`config.mk`:
```
export PLATFORM = sky130hd
export DESIGN_NAME = histogram_peak_reader_flat
export DESIGN_NICKNAME = d
export VERILOG_FILES = /design/src/rtl/histogram_peak_reader_pkg.sv /design/src/rtl/histogram_peak_reader_if.sv /design/src/rtl/histogram_peak_reader_axis_peak_tracker.sv /design/src/rtl/histogram_peak_reader.sv /design/src/flat_wrapper.sv
export SDC_FILE = /design/constraint.sdc
export NUM_CORES = 1
export LEC_CHECK = 0
export CORE_MARGIN = 1
export CORE_UTILIZATION = 50
export DETAILED_ROUTE_END_ITERATION = 6
export HOLD_SLACK_MARGIN = 0.15
export PLACE_DENSITY_LB_ADDON = 0.2
export SETUP_SLACK_MARGIN = 0.02
export SKIP_LAST_GASP = 1
export SYNTH_ARGS = -nofsm -noshare
export SYNTH_HDL_FRONTEND = slang
export SYNTH_SLANG_ARGS = --single-unit
```
`constraint.sdc`:
```
create_clock -name clk -period 2.3 [get_ports clk]
set_input_delay 0.23 -clock clk [delete_from_list [all_inputs] [get_ports clk]]
set_output_delay 0.23 -clock clk [all_outputs]
set_load 0.02 [all_outputs]
```
`src/rtl/histogram_peak_reader_pkg.sv`:
```
// Shared types and widths for the histogram peak reader and its axis trackers.
package histogram_peak_reader_pkg;

    localparam int unsigned BIN_W   = 8;
    localparam int unsigned TOTAL_W = 16;

    typedef enum logic [2:0] {
        StIdle,
        StReq,
        StStream,
        StClear,
        StWaitClr,
        StDone
    } state_t;

endpackage

```
`src/rtl/histogram_peak_reader_if.sv`:
```
// Link between the peak reader (master) and the histogram block (slave).
interface histogram_peak_reader_if;
    import histogram_peak_reader_pkg::*;

    logic             read_histogram;
    logic             clear_histogram;
    logic [BIN_W-1:0] x_bin;
    logic [BIN_W-1:0] y_bin;
    logic             x_valid;
    logic             y_valid;
    logic             histogram_cleared;

    modport master (
        output read_histogram,
        output clear_histogram,
        input  x_bin,
        input  y_bin,
        input  x_valid,
        input  y_valid,
        input  histogram_cleared
    );

    modport slave (
        input  read_histogram,
        input  clear_histogram,
        output x_bin,
        output y_bin,
        output x_valid,
        output y_valid,
        output histogram_cleared
    );

endinterface

```
`src/rtl/histogram_peak_reader_axis_peak_tracker.sv`:
```
// Per-axis beat counter, running maximum, first-index argmax and bin-count total.
module axis_peak_tracker
    import histogram_peak_reader_pkg::*;
#(
    parameter int unsigned NUM_BINS = 256
) (
    input  logic               clk,
    input  logic               reset,
    input  logic               start,
    input  logic               accept,
    input  logic               valid,
    input  logic [BIN_W-1:0]   bin,
    output logic               full_next,
    output logic               stray,
    output logic [BIN_W-1:0]   peak_idx,
    output logic [BIN_W-1:0]   peak_val,
    output logic [TOTAL_W-1:0] total
);

    localparam int unsigned CNT_W = $clog2(NUM_BINS) + 1;

    logic [CNT_W-1:0]   cnt_q;
    logic [BIN_W-1:0]   max_q;
    logic [BIN_W-1:0]   idx_q;
    logic [TOTAL_W-1:0] total_q;
    logic               full;
    logic               take;

    assign full      = (cnt_q == CNT_W'(NUM_BINS));
    assign take      = accept && valid && !full;
    // Completion including a beat landing this cycle, so the FSM can leave STREAM without a bubble.
    assign full_next = full || (take && (cnt_q == CNT_W'(NUM_BINS - 1)));
    assign stray     = valid && !take;

    always_ff @(posedge clk) begin
        if (reset || start) begin
            cnt_q   <= '0;
            max_q   <= '0;
            idx_q   <= '0;
            total_q <= '0;
        end else if (take) begin
            cnt_q   <= cnt_q + CNT_W'(1);
            total_q <= total_q + TOTAL_W'(bin);
            // Strict compare keeps the lowest index on ties; bin 0 always seeds the maximum.
            if ((cnt_q == '0) || (bin > max_q)) begin
                max_q <= bin;
                idx_q <= BIN_W'(cnt_q);
            end
        end
    end

    assign peak_idx = idx_q;
    assign peak_val = max_q;
    assign total    = total_q;

endmodule

```
`src/rtl/histogram_peak_reader.sv`:
```
// Reads both histogram axes after each frame, finds peaks and totals, then clears the histogram.
module histogram_peak_reader
    import histogram_peak_reader_pkg::*;
#(
    parameter int unsigned NUM_BINS    = 256,
    parameter int unsigned CLR_TIMEOUT = 1024
) (
    input  logic                         clk,
    input  logic                         reset,
    input  logic                         frame_done,
    input  logic [BIN_W-1:0]             min_peak,
    histogram_peak_reader_if.master      hist,
    output logic [BIN_W-1:0]             x_peak_idx,
    output logic [BIN_W-1:0]             y_peak_idx,
    output logic [BIN_W-1:0]             x_peak_val,
    output logic [BIN_W-1:0]             y_peak_val,
    output logic [TOTAL_W-1:0]           x_total,
    output logic [TOTAL_W-1:0]           y_total,
    output logic                         target_found,
    output logic                         result_valid,
    output logic                         busy,
    output logic                         proto_err,
    output logic                         clr_timeout
);

    localparam int unsigned TMO_W = $clog2(CLR_TIMEOUT + 1);

    state_t             state_q;
    state_t             state_d;
    logic [TMO_W-1:0]   clr_cnt_q;
    logic [TMO_W-1:0]   clr_cnt_d;
    logic               set_timeout;
    logic               load;

    logic               x_full_next;
    logic               y_full_next;
    logic               x_stray;
    logic               y_stray;
    logic [BIN_W-1:0]   x_idx;
    logic [BIN_W-1:0]   y_idx;
    logic [BIN_W-1:0]   x_val;
    logic [BIN_W-1:0]   y_val;
    logic [TOTAL_W-1:0] x_sum;
    logic [TOTAL_W-1:0] y_sum;

    axis_peak_tracker #(
        .NUM_BINS (NUM_BINS)
    ) u_x_trk (
        .clk       (clk),
        .reset     (reset),
        .start     (state_q == StReq),
        .accept    (state_q == StStream),
        .valid     (hist.x_valid),
        .bin       (hist.x_bin),
        .full_next (x_full_next),
        .stray     (x_stray),
        .peak_idx  (x_idx),
        .peak_val  (x_val),
        .total     (x_sum)
    );

    axis_peak_tracker #(
        .NUM_BINS (NUM_BINS)
    ) u_y_trk (
        .clk       (clk),
        .reset     (reset),
        .start     (state_q == StReq),
        .accept    (state_q == StStream),
        .valid     (hist.y_valid),
        .bin       (hist.y_bin),
        .full_next (y_full_next),
        .stray     (y_stray),
        .peak_idx  (y_idx),
        .peak_val  (y_val),
        .total     (y_sum)
    );

    always_comb begin
        state_d     = state_q;
        clr_cnt_d   = clr_cnt_q;
        set_timeout = 1'b0;
        unique case (state_q)
            StIdle:    if (frame_done) state_d = StReq;
            StReq:     state_d = StStream;
            StStream:  if (x_full_next && y_full_next) state_d = StClear;
            StClear: begin
                clr_cnt_d = '0;
                state_d   = StWaitClr;
            end
            StWaitClr: begin
                if (hist.histogram_cleared) begin
                    state_d = StDone;
                end else if (clr_cnt_q == TMO_W'(CLR_TIMEOUT - 1)) begin
                    state_d     = StDone;
                    set_timeout = 1'b1;
                end else begin
                    clr_cnt_d = clr_cnt_q + TMO_W'(1);
                end
            end
            StDone:    state_d = StIdle;
            default:   state_d = StIdle;
        endcase
    end

    // Results are captured on entry to DONE so they are already stable during the pulse.
    assign load = (state_q == StWaitClr) && (state_d == StDone);

    always_ff @(posedge clk) begin
        if (reset) begin
            state_q      <= StIdle;
            clr_cnt_q    <= '0;
            proto_err    <= 1'b0;
            clr_timeout  <= 1'b0;
            x_peak_idx   <= '0;
            y_peak_idx   <= '0;
            x_peak_val   <= '0;
            y_peak_val   <= '0;
            x_total      <= '0;
            y_total      <= '0;
            target_found <= 1'b0;
        end else begin
            state_q   <= state_d;
            clr_cnt_q <= clr_cnt_d;
            if (x_stray || y_stray) proto_err <= 1'b1;
            if (set_timeout) clr_timeout <= 1'b1;
            if (load) begin
                x_peak_idx   <= x_idx;
                y_peak_idx   <= y_idx;
                x_peak_val   <= x_val;
                y_peak_val   <= y_val;
                x_total      <= x_sum;
                y_total      <= y_sum;
                target_found <= (x_val >= min_peak) && (y_val >= min_peak);
            end
        end
    end

    assign result_valid         = (state_q == StDone);
    assign busy                 = (state_q != StIdle);
    assign hist.read_histogram  = (state_q == StReq);
    assign hist.clear_histogram = (state_q == StClear);

endmodule
```
`src/flat_wrapper.sv`:
```
// flat-port wrapper written by rule: the top's interface ports become plain ports
module histogram_peak_reader_flat import histogram_peak_reader_pkg::*;
#(
    parameter int unsigned NUM_BINS    = 256,
    parameter int unsigned CLR_TIMEOUT = 1024
)
  (clk, reset, frame_done, min_peak, x_peak_idx, y_peak_idx, x_peak_val, y_peak_val, x_total, y_total, target_found, result_valid, busy, proto_err, clr_timeout, hist_read_histogram, hist_clear_histogram, hist_x_bin, hist_y_bin, hist_x_valid, hist_y_valid, hist_histogram_cleared);
  histogram_peak_reader_if hist_i ();
  input  logic clk;
  input  logic reset;
  input  logic frame_done;
  input  logic [BIN_W-1:0] min_peak;
  output logic [BIN_W-1:0] x_peak_idx;
  output logic [BIN_W-1:0] y_peak_idx;
  output logic [BIN_W-1:0] x_peak_val;
  output logic [BIN_W-1:0] y_peak_val;
  output logic [TOTAL_W-1:0] x_total;
  output logic [TOTAL_W-1:0] y_total;
  output logic target_found;
  output logic result_valid;
  output logic busy;
  output logic proto_err;
  output logic clr_timeout;
  output wire logic [$bits(hist_i.read_histogram)-1:0] hist_read_histogram;
  output wire logic [$bits(hist_i.clear_histogram)-1:0] hist_clear_histogram;
  input wire logic [$bits(hist_i.x_bin)-1:0] hist_x_bin;
  input wire logic [$bits(hist_i.y_bin)-1:0] hist_y_bin;
  input wire logic [$bits(hist_i.x_valid)-1:0] hist_x_valid;
  input wire logic [$bits(hist_i.y_valid)-1:0] hist_y_valid;
  input wire logic [$bits(hist_i.histogram_cleared)-1:0] hist_histogram_cleared;
  assign hist_read_histogram = hist_i.read_histogram;
  assign hist_clear_histogram = hist_i.clear_histogram;
  assign hist_i.x_bin = hist_x_bin;
  assign hist_i.y_bin = hist_y_bin;
  assign hist_i.x_valid = hist_x_valid;
  assign hist_i.y_valid = hist_y_valid;
  assign hist_i.histogram_cleared = hist_histogram_cleared;
  histogram_peak_reader #(.NUM_BINS(NUM_BINS), .CLR_TIMEOUT(CLR_TIMEOUT)) u_core (.clk(clk), .reset(reset), .frame_done(frame_done), .min_peak(min_peak), .hist(hist_i), .x_peak_idx(x_peak_idx), .y_peak_idx(y_peak_idx), .x_peak_val(x_peak_val), .y_peak_val(y_peak_val), .x_total(x_total), .y_total(y_total), .target_found(target_found), .result_valid(result_valid), .busy(busy), .proto_err(proto_err), .clr_timeout(clr_timeout));
endmodule
```
==> flow_summary_export.csv, run 1 <==
group,metric,value,unit
outcome,status,"completed",
logic_synthesis,synth_nets,1001,
finish,syn2layout_area_growth,27.8,%
clock_network,clock-root-buffer,"clkbuf_16",
setup_path,endpoint_kind,"register",
setup_path,cp_data_arrival_time,2.48,ns
pwr,max-vdd-ir-drop,0.562,mV
setup_path,start_kind,"register",
sta,period_share,0.949,
global_routing,grt_max_degree,83,
drt,viasPerCell,5.22,
sta,finalWorstSetupSlack,0.116,ns
sta,worst_clock_skew,0.0134,ns
drt,num_vias,6475,
clock_network,cts_buffers,17,
logic_synthesis,yosysSeqAreaShare,0.425,
global_routing,antenna_found_initial,0,
setup_path,path_buf_inv,2,
place,dp.cells,1208,
hold_path,holdPathStages,2,
setup_path,worstPathRequired,2.60,ns
clock_network,ctsHoldBuffers,0,
global_routing,grt_pass1_wl,29800,µm
logic_synthesis,synth_cells,914,
floorplanning,io_pins,101,
drt,drtIter0Drc,434,
sta,period_minus_slack,2.18,ns
floorplanning,fp.dieW,126,µm
hold_path,hold_path_class,"in -> reg",
place,dp_hpwl,12500,µm
sta,hold_viol_final,0,
logic_synthesis,async_reset_ff_frac,0,
run,drv_cap,0,
place,portBuffers,100,
sta,max_slew_margin,0.599,
place,pre_cts_slack,-0.266,ns
logic_synthesis,ys_ff_latch,163,
setup_path,r2r_cells,9,
sta,rsz0062_at_grt,"yes",
drt,wl,17800,µm
clock_network,h-tree-depth,4,
setup_path,crit_fanout,6,
setup_path,cpLargestDelayFamily,"simple AND/OR/NAND/NOR gates",
logic_synthesis,yosys_warnings,0,
global_routing,grt_pass1_vias,6136,
sta,finalSetupViolCount,0,
place,gp_congestion,0.862,
global_routing,track_usage,0.234,
floorplanning,die_h,126,µm
logic_synthesis,netlist_area,7680,µm²
drt,routedWlPerCell,14.3,µm
pwr,p_leak,3.83,nW
floorplanning,initial_core_util,0.521,
sta,tightest_slew,0.598,ns
pwr,powerDensity,641,nW/µm²
logic_synthesis,yosysUniqueCellTypes,56,
finish,final_common_cell,"nand2_1",
setup_path,slowest_delay,0.50,ns
setup_path,crit_chain,"inv_1 > ha_1 > or4b_4 > nor2_2 > nand2_1 > o2111ai_4 > buf_6 > mux2i_1 > nor2_1",
setup_path,r2r_slack,0.12,ns
finish,diodes,0,
hold_path,min_from,"reset",
setup_path,criticalPathCategory,"reg -> reg",
clock_network,clk_pin_slew,0.07,ns
clock_network,clk_latency,0.43,ns
finish,final_cells,1240,
drt,final_antenna_net_count,0,
drt,drtPass1Iterations,5,
clock_network,cts.sinks,163,
logic_synthesis,synth_top_area_frac,0.425,
finish,fin_nets,1130,
global_routing,overflow,0,
floorplanning,dieArea,15900,µm²
setup_path,r2r_start,"u_core.u_x_trk.cnt_q[1]",
sta,fmax,0.458,GHz
setup_path,crit_slowest_cell,"or4b_4",
logic_synthesis,synth-edff-count,0,
clock_network,cts_tree,"done",
floorplanning,core_area,14800,µm²
setup_path,r2r_end,"u_core.u_x_trk.peak_val[4]",
floorplanning,num_rows,44,
clock_network,cts_buffer_depth,2,
finish,drive_gt1_frac,0.107,
setup_path,critical_path_depth,9,
logic_synthesis,avgSynthCellArea,8.40,µm²
sta,final_max_slew_viol_count,0,
finish,mostFrequentLayoutCells,"nand2_1 (177), dfxtp_1 (160), a21oi_1 (103), clkdlybuf4s50_1 (99), nor2_1 (96)",
logic_synthesis,synth-main-ff-cell,"dfxtp_1",
drt,drcViolationCount,0,
logic_synthesis,yosysTopAreaCell,"dfxtp_1",
logic_synthesis,synthTopCellsByArea,"dfxtp_1 (42%), ha_1 (9.0%), nand2_1 (8.6%), a21oi_1 (6.7%), nor2_1 (4.8%)",
hold_path,hold_end,"u_core.proto_err",
==> timing repair <==
item | in CTS | in global routing
resized for setup | 1 | 16
setup buffers | 0 | 0
pin swaps | 0 | 4
setup endpoints to repair | 1 | 65
==> cell families (layout without fill, tap and decap cells) <==
group           after synthesis  in the layout  share of synthesized area
compound gates              165            165                      0.130
xor+xnor                     46             46                     0.0525
fa+ha+maj                    57             57                     0.0948
buf+inv                      85            227                     0.0453
flops                       163            163                      0.425
mux                          32             32                     0.0417
simple gates                366            366                      0.211
==> state kept, by name (all words and copies together) (netlist names), 9 cells and up <==
| name | flops |
|---|---|
| u_core.clr_cnt_q | 11 |
| u_core.u_x_trk.cnt_q | 9 |
| u_core.u_x_trk.total | 16 |
| u_core.u_y_trk.cnt_q | 9 |
| u_core.u_y_trk.total | 16 |
| u_core.x_total | 16 |
| u_core.y_total | 16 |
==> power by group <==
group	switching, mW	internal [mW]
clock	1.24	1.59
combinational	0.316	0.260
sequential	0.0333	2.85
==> through the flow <==
step	util	hold WS, ns	area (µm²)	TNS [ns]	total power, mW
2_1_floorplan	-	0.374	7680	0	3.29
3_3_place_gp	0.621	0.442	9160	-3.79	3.50
3_5_place_dp	0.621	0.446	9160	-5.03	3.51
4_1_cts	0.661	0.204	9760	0	6.34
5_1_grt	0.665	0.247	9810	-0.0356	6.54
6_report	0.665	0.212	9810	0	6.29
==> synthesized netlist by cell type, drive strengths merged, types with 15 or more instances <==
cell type,instances
a21oi,103
nor2,98
inv,43
o21ai,15
ha,55
nand3,23
clkbuf,33
mux2i,32
xnor2,22
dfxtp,163
xor2,24
nand2,177
==> layer usage <==
layer	track usage	up-vias	wire length [µm]
li1	-	3344	-
met1	0.317	3002	8890
met2	0.370	120	7950
met3	0.0582	9	762
met4	0.0638	0	172
met5	0	-	0
==> how the worst max path moves through the flow <==
stage,start,end
detailed placement,hist_x_bin[0],u_core.u_x_trk.total[12]
global placement,hist_y_bin[0],u_core.u_y_trk.total[10]
global route,u_core.u_x_trk.total[0],u_core.u_x_trk.total[12]
floorplan,u_core.u_y_trk.peak_val[1],u_core.u_y_trk.peak_val[0]
CTS,u_core.u_y_trk.cnt_q[0],u_core.u_y_trk.peak_idx[6]
finish,u_core.u_x_trk.cnt_q[1],u_core.u_x_trk.peak_val[4]
==> area by class of cell <==
| type | count | area (µm²) |
|---|---|---|
| Tap cell | 184 | 230 |
| Inverter | 43 | 161 |
| Fill cell | 1261 | 4940 |
| Multi-Input combinational cell | 666 | 4120 |
| Clock buffer | 19 | 453 |
| Timing Repair Buffer | 152 | 1440 |
| Sequential cell | 163 | 3270 |
| Clock inverter | 13 | 144 |
Power figures use the tool's default switching activity.
==> run 2, diff against run 1 <==
--- a/config.mk
+++ b/config.mk
@@ -9,7 +9,7 @@
 export CORE_UTILIZATION = 50
 export DETAILED_ROUTE_END_ITERATION = 6
 export HOLD_SLACK_MARGIN = 0.15
-export PLACE_DENSITY_LB_ADDON = 0.2
+export PLACE_DENSITY_LB_ADDON = 0.05
 export SETUP_SLACK_MARGIN = 0.02
 export SKIP_LAST_GASP = 1
 export SYNTH_ARGS = -nofsm -noshare
==> flow_summary_export.csv, run 2 (same netlist as run 1, synthesis figures left out) <==
group,metric,value,unit
global_routing,antenna_found_initial,0,
drt,wl,18300,µm
finish,final_common_cell,"nand2_1",
floorplanning,io_pins,101,
setup_path,crit_chain,"inv_2 > ha_4 > or4b_4 > or3_4 > o311a_4 > o41ai_4 > clkbuf_16 > mux2i_1 > nor2_1",
clock_network,cts.sinks,163,
setup_path,slowest_delay,0.49,ns
floorplanning,num_rows,44,
sta,rsz0062_at_grt,"yes",
global_routing,grt_pass1_wl,30400,µm
hold_path,holdPathStages,2,
finish,final_cell_area,9860,µm²
setup_path,crit_start,"u_core.u_y_trk.cnt_q[1]",
setup_path,criticalPathCategory,"reg -> reg",
hold_path,hold_path_class,"in -> reg",
finish,diodes,0,
sta,max_slew_margin,0.620,
finish,final_cells,1250,
finish,drive_gt1_frac,0.113,
sta,worst_clock_skew,0.00793,ns
place,dp.cells,1218,
sta,period_minus_slack,2.23,ns
sta,finalSetupViolCount,0,
setup_path,r2r_start,"u_core.u_y_trk.cnt_q[1]",
setup_path,cp_data_arrival_time,2.54,ns
floorplanning,fp.dieW,126,µm
setup_path,endpoint_kind,"register",
sta,final_max_slew_viol_count,0,
pwr,powerDensity,618,nW/µm²
setup_path,crit_slowest_cell,"or4b_4",
global_routing,grt_max_degree,83,
pwr,p_leak,3.88,nW
place,gp_congestion,0.836,
clock_network,clk_latency,0.43,ns
drt,drtIter0Drc,336,
finish,fin_nets,1142,
global_routing,grt_pass1_vias,6058,
floorplanning,die_h,126,µm
finish,fillers,1279,
setup_path,start_kind,"register",
place,pre_cts_slack,-0.221,ns
clock_network,cts_tree,"done",
floorplanning,core_area,14800,µm²
finish,regArea,3270,µm²
drt,drcViolationCount,0,
pwr,p_total,6.09,mW
setup_path,r2r_end,"u_core.u_y_trk.peak_val[1]",
clock_network,cts_buffer_depth,2,
clock_network,clock-root-buffer,"clkbuf_16",
finish,mostFrequentLayoutCells,"nand2_1 (177), dfxtp_1 (161), a21oi_1 (103), clkdlybuf4s50_1 (99), nor2_1 (96)",
place,placedInstanceArea,9240,µm²
hold_path,min_from,"reset",
drt,routedWlPerCell,14.7,µm
setup_path,worstPathRequired,2.60,ns
pwr,max-vdd-ir-drop,0.600,mV
sta,fmax,0.448,GHz
drt,drtPass1Iterations,5,
sta,period_share,0.971,
floorplanning,initial_core_util,0.521,
global_routing,track_usage,0.240,
clock_network,cts_buffers,17,
sta,holdWs,0.251,ns
outcome,status,"completed",
drt,viasPerCell,5.28,
drt,num_vias,6602,
sta,hold_viol_final,0,
hold_path,hold_end,"u_core.clr_timeout",
setup_path,r2r_slack,0.07,ns
setup_path,crit_fanout,7,
finish,multi_input_area,4120,µm²
run,drv_cap,0,
setup_path,r2r_cells,9,
sta,finalWorstSetupSlack,0.0672,ns
floorplanning,dieArea,15900,µm²
place,portBuffers,100,
drt,final_antenna_net_count,0,
finish,syn2layout_area_growth,28.4,%
clock_network,clk_pin_slew,0.06,ns
clock_network,ctsHoldBuffers,0,
global_routing,overflow,0,
place,dp_hpwl,12700,µm
clock_network,h-tree-depth,4,
sta,tightest_slew,0.567,ns
## run 2: cell count changes in the layout (fill, tap and decap cells not counted), moves of 2 or more
cell,previous run,this run
clkinv_2,1,5
clkbuf_1,0,2
buf_6,4,0
inv_6,2,0
inv_8,3,0
inv_1,43,41
buf_4,45,59
inv_2,0,2
## run 2: critical path, delay by kind of cell, from the launching register on
family	cells	cell delay (ns)
AND/OR/NAND/NOR	3	0.91
flip-flops	1	0.32
buffers and inverters	2	0.32
AO/OA/AOI/OAI	2	0.25
multiplexers	1	0.18
adder cells (fa/ha/maj)	1	0.12
## run 2: stage by stage
stage	setup TNS (ns)	util
floorplan	0	-
global placement	-3.73	0.627
detailed placement	-4.98	0.627
CTS	0	0.663
global route	-0.0439	0.668
finish	0	0.668
## run 2: worst max path at each step
stage	cells after the start	endpoint	slack, ns
2_1_floorplan	9	u_core.u_y_trk.peak_val[0]	0.07
3_3_place_gp	11	u_core.u_x_trk.total[12]	-0.17
3_5_place_dp	11	u_core.u_y_trk.total[10]	-0.22
4_1_cts	9	u_core.u_y_trk.peak_idx[0]	0.004
5_1_grt	9	u_core.u_y_trk.peak_idx[4]	-0.01
6_report	9	u_core.u_y_trk.peak_val[1]	0.07
## run 2: layout make-up
| type | count | area share |
|---|---|---|
| multi-input cells | 666 | 0.418 |
| flip-flops and latches | 163 | 0.331 |
| clock inverters | 10 | 0.00888 |
| inverters | 43 | 0.0164 |
| clock buffers | 20 | 0.0453 |
| well taps | 184 | 0.0234 |
| repair buffers | 164 | 0.157 |
## run 2: what timing repair did
action | 4_1_cts | 5_1_grt
gates resized for setup | 0 | 13
gates cloned | 0 | 1
endpoints found under the setup margin | 3 | 31
buffers inserted | 0 | 1
pin swaps | 0 | 5
## run 2: where the power goes
group | internal (mW) | switching [mW] | leakage, nW
clock network | 1.50 | 1.12 | 0.261
logic | 0.270 | 0.321 | 2.30
registers | 2.85 | 0.0312 | 1.31
## run 2: metal layers
| metal | share of wire | track usage |
|---|---|---|
| met1 | 0.51 | 0.337 |
| met4 | 0.013 | 0.0737 |
| met5 | 0 | 0 |
| met2 | 0.44 | 0.370 |
| met3 | 0.043 | 0.0472 |
